<file path="config.mk">
export PLATFORM = sky130hd
export DESIGN_NAME = keypad_entry
export DESIGN_NICKNAME = d
export VERILOG_FILES = /design/src/rtl/keypad_pkg.sv /design/src/rtl/keypad_prio_enc.sv /design/src/rtl/keypad_entry.sv
export SDC_FILE = /design/constraint.sdc
export NUM_CORES = 1
export LEC_CHECK = 0
export CAP_MARGIN = 30
export CORE_ASPECT_RATIO = 2
export CORE_MARGIN = 1
export CORE_UTILIZATION = 55
export DETAILED_ROUTE_END_ITERATION = 8
export PLACE_DENSITY = 0.82
export SYNTH_ARGS = -nofsm -noshare
export SYNTH_HDL_FRONTEND = slang
export SYNTH_SLANG_ARGS = --single-unit
</file>
<file path="constraint.sdc">
create_clock -name clk -period 9.4 [get_ports clk]
set_clock_uncertainty 0.05 [all_clocks]
set_input_delay 1.88 -clock clk [delete_from_list [all_inputs] [get_ports clk]]
set_output_delay 1.88 -clock clk [all_outputs]
set_load 0.005 [all_outputs]
</file>
<file path="src/rtl/keypad_pkg.sv">
// -----------------------------------------------------------------------------
// keypad_pkg
// Shared definitions for the keypad entry stage: key index map, FSM state
// type and function-code width.
// Optional feature macro: KEYPAD_ENTRY_BIN_EN (adds the CONVERT state).
// -----------------------------------------------------------------------------
package keypad_pkg;

    localparam int KEY_W   = 16;   // keys on the pad, one latched bit each
    localparam int IDX_W   = 4;    // encoded key index width
    localparam int FUNC_W  = 2;    // function key code width

    // Key indices; 0..9 are the digits themselves.
    localparam logic [IDX_W-1:0] KEY_ENTER = 4'd10;
    localparam logic [IDX_W-1:0] KEY_BACK  = 4'd11;
    localparam logic [IDX_W-1:0] KEY_CLEAR = 4'd12;
    localparam logic [IDX_W-1:0] KEY_F0    = 4'd13;

    typedef enum logic [2:0] {
        ST_IDLE    = 3'd0,
        ST_CAPTURE = 3'd1,
        ST_ACK     = 3'd2,
        ST_RELEASE = 3'd3
`ifdef KEYPAD_ENTRY_BIN_EN
        ,
        ST_CONVERT = 3'd4
`endif
    } state_e;

endpackage

</file>
<file path="src/rtl/keypad_prio_enc.sv">
// -----------------------------------------------------------------------------
// keypad_prio_enc
// Combinational 16-to-4 encoder: reports the index of the lowest set bit.
// Ports:
//   data_i   key bits, bit i = key i
//   idx_o    index of the lowest set bit (0 when none set)
//   valid_o  at least one bit set
// -----------------------------------------------------------------------------
module keypad_prio_enc
    import keypad_pkg::*;
(
    input  logic [KEY_W-1:0] data_i,
    output logic [IDX_W-1:0] idx_o,
    output logic             valid_o
);

    always_comb begin
        idx_o   = '0;
        valid_o = |data_i;
        // Scan from the top down so the lowest set bit is written last and wins.
        for (int i = KEY_W - 1; i >= 0; i--) begin
            if (data_i[i]) begin
                idx_o = IDX_W'(i);
            end
        end
    end

endmodule

</file>
<file path="src/rtl/keypad_entry.sv">
// -----------------------------------------------------------------------------
// keypad_entry
// Consumer of the keyboard block: snapshots the latched key bits, decodes the
// lowest pressed key into a digit / edit command / function key, maintains a
// right-aligned BCD entry and publishes committed values with a valid pulse.
// After each key it asserts key_clear until the upstream latch reads empty,
// giving up after CLR_TIMEOUT cycles (minimum meaningful value is 2).
//
// Optional feature macro: KEYPAD_ENTRY_BIN_EN
//   Adds value_bin and a CONVERT state that turns the committed BCD value
//   into binary (one digit per cycle, MSB first) before value_valid fires.
//
// Ports:
//   clk, rstn      clock, asynchronous active-low reset
//   key_interrupt  pulse: new key latched upstream
//   key_data       latched key bits
//   key_clear      request upstream to clear latched keys
//   entry_bcd      digits typed so far, right-aligned
//   entry_len      number of digits in entry_bcd
//   value_valid    one-cycle pulse: committed value available
//   value_bcd      committed value, held until next commit
//   func_valid     one-cycle pulse: function key pressed
//   func_code      function key index 0..2, held
//   entry_err      one-cycle pulse: rejected key or clear timeout
//   busy           FSM not in IDLE
//   value_bin      binary committed value (feature only)
// -----------------------------------------------------------------------------
module keypad_entry
    import keypad_pkg::*;
#(
    parameter int DIGITS      = 4,
    parameter int CLR_TIMEOUT = 1000
`ifdef KEYPAD_ENTRY_BIN_EN
    ,
    parameter int BIN_W       = 14
`endif
) (
    input  logic                         clk,
    input  logic                         rstn,
    input  logic                         key_interrupt,
    input  logic [KEY_W-1:0]             key_data,
    output logic                         key_clear,
    output logic [4*DIGITS-1:0]          entry_bcd,
    output logic [$clog2(DIGITS+1)-1:0]  entry_len,
    output logic                         value_valid,
    output logic [4*DIGITS-1:0]          value_bcd,
    output logic                         func_valid,
    output logic [FUNC_W-1:0]            func_code,
    output logic                         entry_err,
    output logic                         busy
`ifdef KEYPAD_ENTRY_BIN_EN
    ,
    output logic [BIN_W-1:0]             value_bin
`endif
);

    localparam int BCD_W = 4 * DIGITS;
    localparam int LEN_W = $clog2(DIGITS + 1);
    localparam int CNT_W = $clog2(CLR_TIMEOUT + 1);

    localparam logic [LEN_W-1:0] LEN_FULL = LEN_W'(DIGITS);
    localparam logic [CNT_W-1:0] CNT_LAST = CNT_W'(CLR_TIMEOUT - 1);

    state_e              state_q, state_d;
    logic [KEY_W-1:0]    snap_q, snap_d;
    logic [BCD_W-1:0]    entry_bcd_q, entry_bcd_d;
    logic [LEN_W-1:0]    entry_len_q, entry_len_d;
    logic [BCD_W-1:0]    value_bcd_q, value_bcd_d;
    logic                value_valid_q, value_valid_d;
    logic                func_valid_q, func_valid_d;
    logic [FUNC_W-1:0]   func_code_q, func_code_d;
    logic                entry_err_q, entry_err_d;
    logic                key_clear_q, key_clear_d;
    logic [CNT_W-1:0]    cnt_q, cnt_d;

    logic [IDX_W-1:0]    enc_idx;
    logic                enc_valid;

`ifdef KEYPAD_ENTRY_BIN_EN
    logic [BCD_W-1:0]    conv_sh_q, conv_sh_d;
    logic [LEN_W-1:0]    conv_idx_q, conv_idx_d;
    logic [BIN_W-1:0]    acc_q, acc_d;
    logic [BIN_W-1:0]    value_bin_q, value_bin_d;
    logic [BCD_W-1:0]    conv_rot;
    logic [3:0]          conv_digit;
    logic [BIN_W-1:0]    acc_next;

    // The working copy is rotated left one digit per cycle, so after DIGITS
    // cycles it holds the original BCD value again and can be published as-is.
    assign conv_digit = conv_sh_q[BCD_W-1 -: 4];
    assign conv_rot   = (conv_sh_q << 4) | (conv_sh_q >> (BCD_W - 4));
    assign acc_next   = acc_q * BIN_W'(10) + BIN_W'(conv_digit);
`endif

    keypad_prio_enc u_prio_enc (
        .data_i  (snap_q),
        .idx_o   (enc_idx),
        .valid_o (enc_valid)
    );

    always_comb begin
        state_d       = state_q;
        snap_d        = snap_q;
        entry_bcd_d   = entry_bcd_q;
        entry_len_d   = entry_len_q;
        value_bcd_d   = value_bcd_q;
        value_valid_d = 1'b0;
        func_valid_d  = 1'b0;
        func_code_d   = func_code_q;
        entry_err_d   = 1'b0;
        key_clear_d   = key_clear_q;
        cnt_d         = cnt_q;
`ifdef KEYPAD_ENTRY_BIN_EN
        conv_sh_d     = conv_sh_q;
        conv_idx_d    = conv_idx_q;
        acc_d         = acc_q;
        value_bin_d   = value_bin_q;
`endif

        case (state_q)
            ST_IDLE: begin
                if (key_interrupt || (key_data != '0)) begin
                    snap_d  = key_data;
                    state_d = ST_CAPTURE;
                end
            end

            ST_CAPTURE: begin
                state_d     = ST_ACK;
                key_clear_d = 1'b1;
                cnt_d       = '0;
                // An empty snapshot (interrupt without data) takes no action.
                if (enc_valid) begin
                    if (enc_idx < KEY_ENTER) begin
                        if (entry_len_q < LEN_FULL) begin
                            entry_bcd_d = (entry_bcd_q << 4) | BCD_W'(enc_idx);
                            entry_len_d = entry_len_q + LEN_W'(1);
                        end else begin
                            entry_err_d = 1'b1;
                        end
                    end else if (enc_idx == KEY_ENTER) begin
                        if (entry_len_q != '0) begin
`ifdef KEYPAD_ENTRY_BIN_EN
                            conv_sh_d   = entry_bcd_q;
                            conv_idx_d  = '0;
                            acc_d       = '0;
                            state_d     = ST_CONVERT;
                            key_clear_d = 1'b0;
`else
                            value_bcd_d   = entry_bcd_q;
                            value_valid_d = 1'b1;
`endif
                            entry_bcd_d = '0;
                            entry_len_d = '0;
                        end else begin
                            entry_err_d = 1'b1;
                        end
                    end else if (enc_idx == KEY_BACK) begin
                        if (entry_len_q != '0) begin
                            entry_bcd_d = entry_bcd_q >> 4;
                            entry_len_d = entry_len_q - LEN_W'(1);
                        end
                    end else if (enc_idx == KEY_CLEAR) begin
                        entry_bcd_d = '0;
                        entry_len_d = '0;
                    end else begin
                        func_code_d  = FUNC_W'(enc_idx - KEY_F0);
                        func_valid_d = 1'b1;
                    end
                end
            end

`ifdef KEYPAD_ENTRY_BIN_EN
            ST_CONVERT: begin
                conv_sh_d  = conv_rot;
                acc_d      = acc_next;
                conv_idx_d = conv_idx_q + LEN_W'(1);
                if (conv_idx_q == LEN_W'(DIGITS - 1)) begin
                    value_bcd_d   = conv_rot;
                    value_bin_d   = acc_next;
                    value_valid_d = 1'b1;
                    state_d       = ST_ACK;
                    key_clear_d   = 1'b1;
                    cnt_d         = '0;
                end
            end
`endif

            ST_ACK: begin
                // The ACK cycle is the first cycle of key_clear; count it.
                cnt_d   = CNT_W'(1);
                state_d = ST_RELEASE;
            end

            ST_RELEASE: begin
                if (key_data == '0) begin
                    key_clear_d = 1'b0;
                    state_d     = ST_IDLE;
                end else if (cnt_q >= CNT_LAST) begin
                    entry_err_d = 1'b1;
                    key_clear_d = 1'b0;
                    state_d     = ST_IDLE;
                end else begin
                    cnt_d = cnt_q + CNT_W'(1);
                end
            end

            default: begin
                state_d     = ST_IDLE;
                key_clear_d = 1'b0;
            end
        endcase
    end

    always_ff @(posedge clk or negedge rstn) begin
        if (!rstn) begin
            state_q       <= ST_IDLE;
            snap_q        <= '0;
            entry_bcd_q   <= '0;
            entry_len_q   <= '0;
            value_bcd_q   <= '0;
            value_valid_q <= 1'b0;
            func_valid_q  <= 1'b0;
            func_code_q   <= '0;
            entry_err_q   <= 1'b0;
            key_clear_q   <= 1'b0;
            cnt_q         <= '0;
`ifdef KEYPAD_ENTRY_BIN_EN
            conv_sh_q     <= '0;
            conv_idx_q    <= '0;
            acc_q         <= '0;
            value_bin_q   <= '0;
`endif
        end else begin
            state_q       <= state_d;
            snap_q        <= snap_d;
            entry_bcd_q   <= entry_bcd_d;
            entry_len_q   <= entry_len_d;
            value_bcd_q   <= value_bcd_d;
            value_valid_q <= value_valid_d;
            func_valid_q  <= func_valid_d;
            func_code_q   <= func_code_d;
            entry_err_q   <= entry_err_d;
            key_clear_q   <= key_clear_d;
            cnt_q         <= cnt_d;
`ifdef KEYPAD_ENTRY_BIN_EN
            conv_sh_q     <= conv_sh_d;
            conv_idx_q    <= conv_idx_d;
            acc_q         <= acc_d;
            value_bin_q   <= value_bin_d;
`endif
        end
    end

    assign key_clear   = key_clear_q;
    assign entry_bcd   = entry_bcd_q;
    assign entry_len   = entry_len_q;
    assign value_valid = value_valid_q;
    assign value_bcd   = value_bcd_q;
    assign func_valid  = func_valid_q;
    assign func_code   = func_code_q;
    assign entry_err   = entry_err_q;
    assign busy        = (state_q != ST_IDLE);
`ifdef KEYPAD_ENTRY_BIN_EN
    assign value_bin   = value_bin_q;
`endif

endmodule

</file>
Word level (Yosys, flattened, before mapping)

Cells that the tools add are included.

Bits in registers: 70
Input bits: 19
Output and inout port bits: 42
Logic and storage cells: 113

Add/sub/neg operators: 4
$lt $le $gt $ge: 3
Equal/unequal tests: 13
Muxes and demuxes: 59
Bitwise operators: 6
Reductions and logical operators: 17

Operators by type and width:

| kind                                                            | number |
|---|---|
| 16-bit two-way mux                                              | 7 |
| 4-bit two-way mux                                               | 16 |
| 3-bit two-way mux                                               | 10 |
| 10-bit one-hot mux with 3 select lines                          | 1 |
| 1-bit two-way mux                                               | 20 |
| 10-bit two-way mux                                              | 2 |
| 16-bit zero test                                                | 1 |
| 16-bit by 4-bit OR with 16-bit output                           | 1 |
| 16-bit nonzero test                                             | 1 |
| 16-bit OR reduction                                             | 1 |
| 4-bit == test, second input constant                            | 3 |
| 3-bit one-hot mux with 4 select lines                           | 1 |
| 6-bit AND reduction                                             | 2 |
| 10-bit by 1-bit adder with 10-bit output, second input constant | 1 |
| 10-bit greater-or-equal comparator, second input constant       | 1 |
| 3-bit nonzero test                                              | 3 |
| 3-bit by 2-bit == test with 1-bit output, second input constant | 2 |
| 2-bit inequality test, second input constant                    | 3 |
| 3-bit inequality test, second input constant                    | 2 |
| 2-bit AND reduction                                             | 3 |
| 1-bit inverter                                                  | 5 |
| 5-bit AND reduction                                             | 1 |
| 4-bit less-than comparator, second input constant               | 1 |
| 4-bit nonzero test                                              | 1 |
| other kinds (13)                                                | 13 |

Logic depth before layout (Yosys ltp)

Depth after elaboration: 23
Mapped depth: 14
Depth with buffers taken out: 12

Hierarchy

From an unflattened synthesis, not the netlist that was laid out.

Cells, all modules: 322
Area total of the unflattened synthesis: 3413.3 µm²

Modules (own cells, without submodules):

| module          | times used | cells each | area each (µm²) | sequential area each (µm²) |
|---|---|---|---|---|
| keypad_entry    | 1          | 288        | 3236.9          | 1726.7 |
| keypad_prio_enc | 1          | 34         | 176.4           | 0.0 |

Least setup slack after synthesis

OpenSTA, ideal clock, no wires.

Path kind: input port to flip-flop
Start: in key_data[10]
End: reg snap_q[10]
Library setup time: 125 ps
Arrival time: 3473 ps
Required time: 9225 ps
Path slack: 5753 ps
Stages on the path: 5
Buffers on the path: 1
Cells stage by stage: nor4_1 nand4_1 o21ai_1 clkbuf_1 mux2_2

Longest elaborated chain between the ends: 3

RTL lines:

| item                                 | RTL line            | text |
|---|---|---|
| start: declaration                   | keypad_entry.sv:41  | `input logic [KEY_W-1:0] key_data,` |
| 16-bit nonzero test                  | keypad_entry.sv:122 | `if (key_interrupt \|\| (key_data != '0)) begin` |
| 1-bit logical OR                     | keypad_entry.sv:122 |  |
| 2-bit AND reduction (no source line) | --                  |  |
| end signal: assignment               | keypad_entry.sv:236 | `snap_q <= snap_d;` |
| end: declaration                     | keypad_entry.sv:65  | `logic [KEY_W-1:0] snap_q, snap_d;` |

Parallel ways exist; a longest one is shown, timed or not.
A chain may end at the register's enable or synchronous reset.

Final worst setup path

Start: in key_data[10]
End: reg cnt_q[9]

Longest elaborated chain between the ends: 3

RTL lines:

| item                                   | RTL line            | text |
|---|---|---|
| 16-bit zero test                       | keypad_entry.sv:196 | `if (key_data == '0) begin` |
| 2-bit inequality test (no source line) | --                  |  |
| 3-bit AND reduction (no source line)   | --                  |  |
| end signal: assignment                 | keypad_entry.sv:245 | `cnt_q <= cnt_d;` |
| end: declaration                       | keypad_entry.sv:74  | `logic [CNT_W-1:0] cnt_q, cnt_d;` |

Every way passes these cells.

==> flow_metrics.tcl <==
set metrics [dict create \
    power.share.sequential_pct 39.3 \
    start_util_pct 57.45 \
    slew-limit-headroom_pct 42.83 \
    dieArea_sq_um 6939 \
    utilization_pct 71.72 \
    power_density_nw_per_um2 266.4 \
    cp_cell_sequence "clkdlybuf4s50_1, nor4_1, nand4_1, a21boi_1, nor4_1, a31o_2, nor2b_1" \
    slowest_stage "a21boi_1" \
    cts_num_sinks 69 \
    post-synth-top-area-cell "dfrtp_1" \
    synth_nets 348 \
    vias 2666 \
    rows 41 \
    antenna_found_initial 0 \
    intPower_mw 0.7933 \
    ys_ff_latch 69 \
    io_buffers 60 \
    clk_latency_ns 0.33 \
    synth_top_flop_cell "dfrtp_1" \
    max_freq_mhz 245.5 \
    dr_wl_met3_um 237 \
    gp_congestion 0.9266 \
    drt_wl_total_um 7510 \
    min_to "value_bcd[15]$_DFFE_PN0P_" \
    ir_drop_v 0.0001713 \
    postCtsSetupRepairBufs 0 \
    grt-ovfl-total 0 \
    arrival_ns 4.22 \
    io_pins 61 \
    leakagePower_nw 1.954 \
    synth-async-reset-ratio_pct 100.0 \
    hold_buffers 0 \
    maxCapViolations 0 \
    grt_max_degree 70 \
    min_period_ns 4.073 \
    max_stage_delay_ns 0.54 \
    synth_edf_count 0 \
    via_per_inst 5.672 \
    swShare_pct 34.20 \
    drt-initial-drc-count 80 \
    dp.cells 454 \
    synth_area_sq_um 3625 \
    cts-root-buf "clkbuf_16" \
    grtUsageTotal_pct 24.31 \
    die_h_um 116.8 \
    syn2layout_area_growth_pct 24.85 \
    top_layer_used "met4" \
    r2r_end "entry_bcd[4]$_DFFE_PN0P_" \
    cts_buffers 9 \
    ant_nets 0 \
    setup_tns_ns 0 \
    critPathRequiredTime_ns 9.55 \
    die_w_um 59.41 \
    path_class "in2reg" \
    power_mw 1.206 \
    cts_max_path_buffers 2 \
    reg2reg_slack_ns 5.93 \
    met2_length_um 4120 \
    drive_above_1_share_pct 17.97 \
    r2r_start "snap_q[15]$_DFFE_PN0P_" \
    hpwlAfterDp_um 5305 \
    clk_pin_slew_ns 0.05 \
    synth_area_per_cell_sq_um 11.47 \
    wire_per_inst_um 15.98 \
    cts_max_level 3 \
    m1WireLength_um 2945 \
    first_pass_iters 4 \
    grt_pass1_wl_um 12450 \
    startpoint_type "input port" \
    syn_inst 316 \
    yosys_warnings 0 \
    hold_depth 1 \
    rr_worst_depth 11 \
    drv_slew 0 \
    critPathMostFrequentCell "nor4_1" \
    hold_viol 0 \
    endpoint_kind "flip-flop" \
    grt_pass1_vias 2713 \
    hold_path.class "reg2reg" \
    ys_seq_area_share_pct 47.64 \
    synth_top_cells_by_area "dfrtp_1 48%, mux2_2 11%, mux2i_1 5.0%" \
    synth_top_area_share_pct 47.64 \
    tightest_slew_ns 0.8575 \
    rsz0062_at_grt "no" \
    cts_resized 0 \
    p_comb_share_pct 36.5 \
    cts_tree "done" \
    layout.cells.non_filler 470 \
    crit_fanout 8 \
    switchingPower_mw 0.4122 \
    diodes 0 \
    status "completed" \
    remaining_drc_errors 0 \
    nNetsFinal 411 \
    hp-start "value_bcd[15]$_DFFE_PN0P_" \
    period_share_pct 43.33 \
    coreArea_sq_um 6310 \
    synth_cell_types 51 \
    pwr-share-clk_pct 24.3 \
    setup_viol 0 \
]
registers in the layout, summed over array words and instances (netlist names):
signal	count
func_valid	1
snap_q	16
value_valid	1
key_clear	1
entry_len	3
cnt_q	10
value_bcd	16
state_q	2
entry_bcd	16
func_code	2
entry_err	1
per-layer routing:
layer | GRT usage, % | vias up
li1 | - | 1261
met1 | 25.16 | 1323
met2 | 43.67 | 63
met3 | 5.714 | 19
met4 | 13.17 | 0
met5 | 0 | -
cells in the final DEF, fill, tap and decap left out, types with 2 or more instances in the layout:
cell	count
dfrtp_1	69
clkdlybuf4s50_1	59
mux2_2	36
inv_1	23
nand2_1	21
nor2_1	19
mux2i_1	18
ha_1	13
mux2_4	11
o21ai_0	9
a21oi_1	9
clkbuf_16	9
nand3_1	8
nor3_1	7
nor4_1	7
nor2b_1	5
xnor2_1	5
clkbuf_1	5
nand4_1	4
a31oi_1	3
and3_1	3
nor4b_1	3
nand3b_1	3
buf_4	3
a21o_1	2
nand4b_1	2
clkinv_2	2
power groups by stage:
stage | combinational, mW | clock (mW) | sequential [mW]
4_1_cts | 0.442 | 0.299 | 0.472
5_1_grt | 0.488 | 0.308 | 0.485
3_3_place_gp | 0.424 | 0 | 0.471
2_1_floorplan | 0.291 | 0 | 0.453
3_5_place_dp | 0.438 | 0 | 0.476
6_report | 0.439 | 0.292 | 0.474
cells in the mapped netlist (2+ instances only):
| master | n |
|---|---|
| dfrtp_1 | 69 |
| mux2_2 | 36 |
| inv_1 | 23 |
| nand2_1 | 21 |
| nor2_1 | 19 |
| mux2i_1 | 18 |
| ha_1 | 13 |
| mux2_4 | 11 |
| a21oi_1 | 9 |
| o21ai_0 | 9 |
| nand3_1 | 8 |
| nor3_1 | 7 |
| nor4_1 | 7 |
| clkbuf_1 | 6 |
| nor2b_1 | 5 |
| xnor2_1 | 5 |
| nand4_1 | 4 |
| a31oi_1 | 3 |
| and3_1 | 3 |
| nand3b_1 | 3 |
| nor4b_1 | 3 |
| a21o_1 | 2 |
| buf_4 | 2 |
| buf_8 | 2 |
| nand4b_1 | 2 |
cell type report:
class	instances	area [sq um]
Multi-Input combinational cell	213	1733
Clock buffer	14	244.0
Tap cell	86	107.6
Fill cell	478	1784
Clock inverter	2	10.01
Inverter	23	86.33
Sequential cell	69	1727
Timing Repair Buffer	63	618.1
critical path: cells and delay by family:
family	cells	cell delay, ns
buffers and inverters	1	0.42
AOI/OAI and AO/OA	2	0.83
and+or+nand+nor	4	1.09
worst max-delay path by stage:
stage | start | to | slack (ns) | cells after the start
3_3_place_gp | key_data[10] | cnt_q[9]$_DFFE_PN0P_ | 5.08 | 7
6_report | key_data[10] | cnt_q[9]$_DFFE_PN0P_ | 5.33 | 7
2_1_floorplan | key_data[10] | snap_q[10]$_DFFE_PN0P_ | 5.75 | 5
4_1_cts | key_data[10] | cnt_q[9]$_DFFE_PN0P_ | 5.35 | 7
3_5_place_dp | key_data[10] | cnt_q[9]$_DFFE_PN0P_ | 4.99 | 7
5_1_grt | key_data[13] | cnt_q[9]$_DFFE_PN0P_ | 5.14 | 7
per-stage QoR:
step                      hold slack [ns]  worst slack (ns)  cell area [sq um]
after floorplan                    0.4464             5.753               3625
after global placement             0.4404             5.079               4272
after detailed placement           0.4418             4.992               4272
after CTS                          0.4580             5.345               4526
after global routing               0.4682             5.142               4526
final                              0.4536             5.327               4526
logic make-up (layout without fill, tap and decap cells):
| group | after synthesis | after routing | synth area share (%) |
|---|---|---|---|
| and+or+nand+nor | 92 | 92 | 14.33 |
| DFF | 69 | 69 | 47.64 |
| xor gates and xnor gates | 5 | 5 | 1.208 |
| AOI/OAI and AO/OA | 38 | 38 | 7.077 |
| buffers and inverters | 34 | 102 | 4.556 |
| muxes | 65 | 65 | 20.71 |
| adders and majority gates | 13 | 13 | 4.488 |
No activity file was read; power rests on OpenSTA's default activity.
==> RTL change 1 (same settings) <==
Add a define of `KEYPAD_ENTRY_BIN_EN`.
--- a/src/rtl/keypad_pkg.sv
+++ b/src/rtl/keypad_pkg.sv
@@ -5,4 +5,6 @@
 // Optional feature macro: KEYPAD_ENTRY_BIN_EN (adds the CONVERT state).
 // -----------------------------------------------------------------------------
+`define KEYPAD_ENTRY_BIN_EN
+
 package keypad_pkg;
 
Function (old outputs only; new: value_bin): changed (Yosys sat finds a counterexample within 10 cycles, from zero or initial values and one cycle with rstn low).
==> RTL change 1 against the original RTL <==
Setup slack improved by 0.28 ns. Wire length is 86% higher. Sequential cell count up 46. Power increased by 65%. Cell area grew 64%. Largest power group unchanged. Synthesized area is 63% higher. Via count increased by 81%. Sequential power up 65%. Highest routed layer unchanged.
==> RTL change 1: results (changes against the original RTL) <==
wire length of the first global-routing pass 23,500 um (+88%); run status finished, final reports clean; number of distinct library cells after synthesis 60 (+18%); Internal Power 1.31 mW (+65%); comb_multi_in 424 (+99%); GRT Util Overall 0.279 (+0.0363); longest individual stage delay on the worst path 0.47 ns (-0.07 ns); post-synthesis share of cell area spent on xor and xnor gates 0.0355 (+0.0234); main area contributors after synthesis dfrtp_1 (49%), mux2_2 (6.8%), ha_1 (6.5%); DP Cell Count 783 (+72%); Arr. time, crit path 4.03 ns (-0.19 ns); CP max-delay cell a21boi_0; maximum number of pins on one net before global-route repair 66 (-5.7%); fraction of area in multi-input gates 0.384 (+0.00123); net switching power figure 0.684 mW (+66%); pin slew with the least headroom to its limit 0.805 ns (-0.0523 ns); Layout clock area frac 0.0793 (+0.0231); share of cell area taken by flip-flops and latches 0.388 (+0.00633); compound-gate portion of the synthesized area 0.143 (+0.0724); count of buffers from port buffering 74 (+23%); source-to-sink clock delay at the later pin of the worst-skew pair 0.42 ns (+0.09 ns); Clk power 0.636 mW (+120%); layout-stage area growth over the synthesis result 25.2%; layout sequential cell count 115 (+67%); Cell Area, Placed 6830 um2 (+60%); proportion of layout cells with a drive suffix above 1 0.128 (-0.0514)
RTL change 1: cell count changes in the layout (fill, tap and decap cells not counted), sizes merged, moves of 17 or more:
cell,delta
ha,+18
o21ai,+25
mux2i,-18
dfrtp,+46
nor2,+40
a31oi,+19
a21oi,+17
nand2,+52
RTL change 1: worst paths after layout:
path	depth (start not counted)	slack (ns)	end	start
max reg2reg	12	5.88	entry_len[2]	snap_q[10]
min	2	0.43	value_bin[8]	value_bin[8]
min in group asynchronous	1	1.43	snap_q[13]	rstn
max	8	5.60	cnt_q[6]	key_data[2]
min reg2reg	2	0.43	value_bin[8]	value_bin[8]
max in group asynchronous	2	6.59	acc_q[4]	rstn
RTL change 1: routing by layer:
metal / global-route usage / vias to the layer above / share of wire / wire (um)
met1: 0.300 / 2344 / 0.36 / 5060
met2: 0.471 / 190 / 0.54 / 7490
li1: - / 2237 / - / -
met3: 0.0709 / 67 / 0.045 / 628
met5: 0 / - / 0 / 0
met4: 0.176 / 0 / 0.059 / 821
==> RTL change 2 (same flow settings) <==
Made on the original files. The 4 states of `state_e` get a one-hot encoding in 4 bits.
--- a/src/rtl/keypad_pkg.sv
+++ b/src/rtl/keypad_pkg.sv
@@ -17,9 +17,9 @@
     localparam logic [IDX_W-1:0] KEY_F0    = 4'd13;
 
-    typedef enum logic [2:0] {
-        ST_IDLE    = 3'd0,
-        ST_CAPTURE = 3'd1,
-        ST_ACK     = 3'd2,
-        ST_RELEASE = 3'd3
+    typedef enum logic [3:0] {
+        ST_IDLE    = 4'b0001,
+        ST_CAPTURE = 4'b0010,
+        ST_ACK     = 4'b0100,
+        ST_RELEASE = 4'b1000
 `ifdef KEYPAD_ENTRY_BIN_EN
         ,
Formal check against the unedited RTL: same outputs for any inputs over 4 cycles, from zero or initial values and one cycle with rstn low; so few cycles prove little.
==> RTL change 2 against the original RTL <==
Via count up 2.7%. Register-to-register slack worse by 0.04 ns. Fmax up 4.1%. Power is 15% higher. Cell area fell by 0.19%. Synthesized area decreased by 2.0%. Highest routed layer unchanged. Setup slack gained 0.16 ns. Wire length decreased by 0.96%. Sequential cell count is 2 higher. Die area fell by 1.9%.
==> RTL change 2: results (changes against the original RTL) <==
proportion of layout cells with a drive suffix above 1 0.188 (+0.00781); CP Capture Type primary output; origin of the critical flop-to-flop path snap_q[13]; detailed placer's ending HPWL 5400 um (+1.7%); CP startpoint state_q[0]; pre-CTS setup slack 5.30 ns (+0.307 ns); Adder-Cell Fraction of Synth Area 0.0246 (-0.0202); DP Cell Count 471 (+3.7%); Cell Area, Placed 4190 um2 (-2.0%); hold endpoint value_bcd[13]; proportion of synthesized area in mux cells 0.117 (-0.0906); vias in the first global route 2,672 (-1.5%); number of distinct library cells after synthesis 53 (+3.9%); part of the Yosys area used for sequential elements 0.500 (+0.0240); number of standard cells in the layout, taps in and fillers out 486 (+3.4%); fill count 462 (-3.3%); routability congestion estimate from global placement 0.855 (-7.7%); Worst slew margin 0.369 (-0.0593); run status finished, final reports clean; endpoint of the most critical setup path busy; number of cell instances on the worst register-to-register path 10 (-1); wire length of the first global-routing pass 12,400 um (-0.27%); compound-gate portion of the synthesized area 0.115 (+0.0440); critical hold path startpoint value_bcd[13]; main area contributors after synthesis dfrtp_1 (49%), mux2_2 (11%), nor2_1 (3.6%)
[RTL change 2: routing by layer]
metal | GRT usage | up-vias | part of all wire
met3 | 0.0513 | 16 | 0.034
li1 | - | 1317 | -
met1 | 0.269 | 1329 | 0.37
met2 | 0.440 | 76 | 0.56
met4 | 0.146 | 0 | 0.028
met5 | 0 | - | 0
[RTL change 2: worst max-delay path, cell delays in order (launching register included)]
cell and delay, ns:
dfstp_2 0.59, inv_1 0.08, nor4_1 0.37, inv_1 0.13
clkdlybuf4s50_1 0.47
[RTL change 2: final cells by class]
class | instances | area (um2) | area share
clock inverter | 3 | 65.1 | 0.0144
tap | 86 | 108 | 0.0238
sequential | 71 | 1780 | 0.394
inverter | 19 | 71.3 | 0.0158
clock buffer | 12 | 267 | 0.0590
multi-input combinational | 231 | 1600 | 0.355
timing repair buffer | 64 | 626 | 0.139
[RTL change 2: where the power goes]
part,total (mW),switching [mW],internal (mW)
registers,0.526,0.124,0.402
clock network,0.372,0.120,0.252
logic,0.488,0.227,0.261
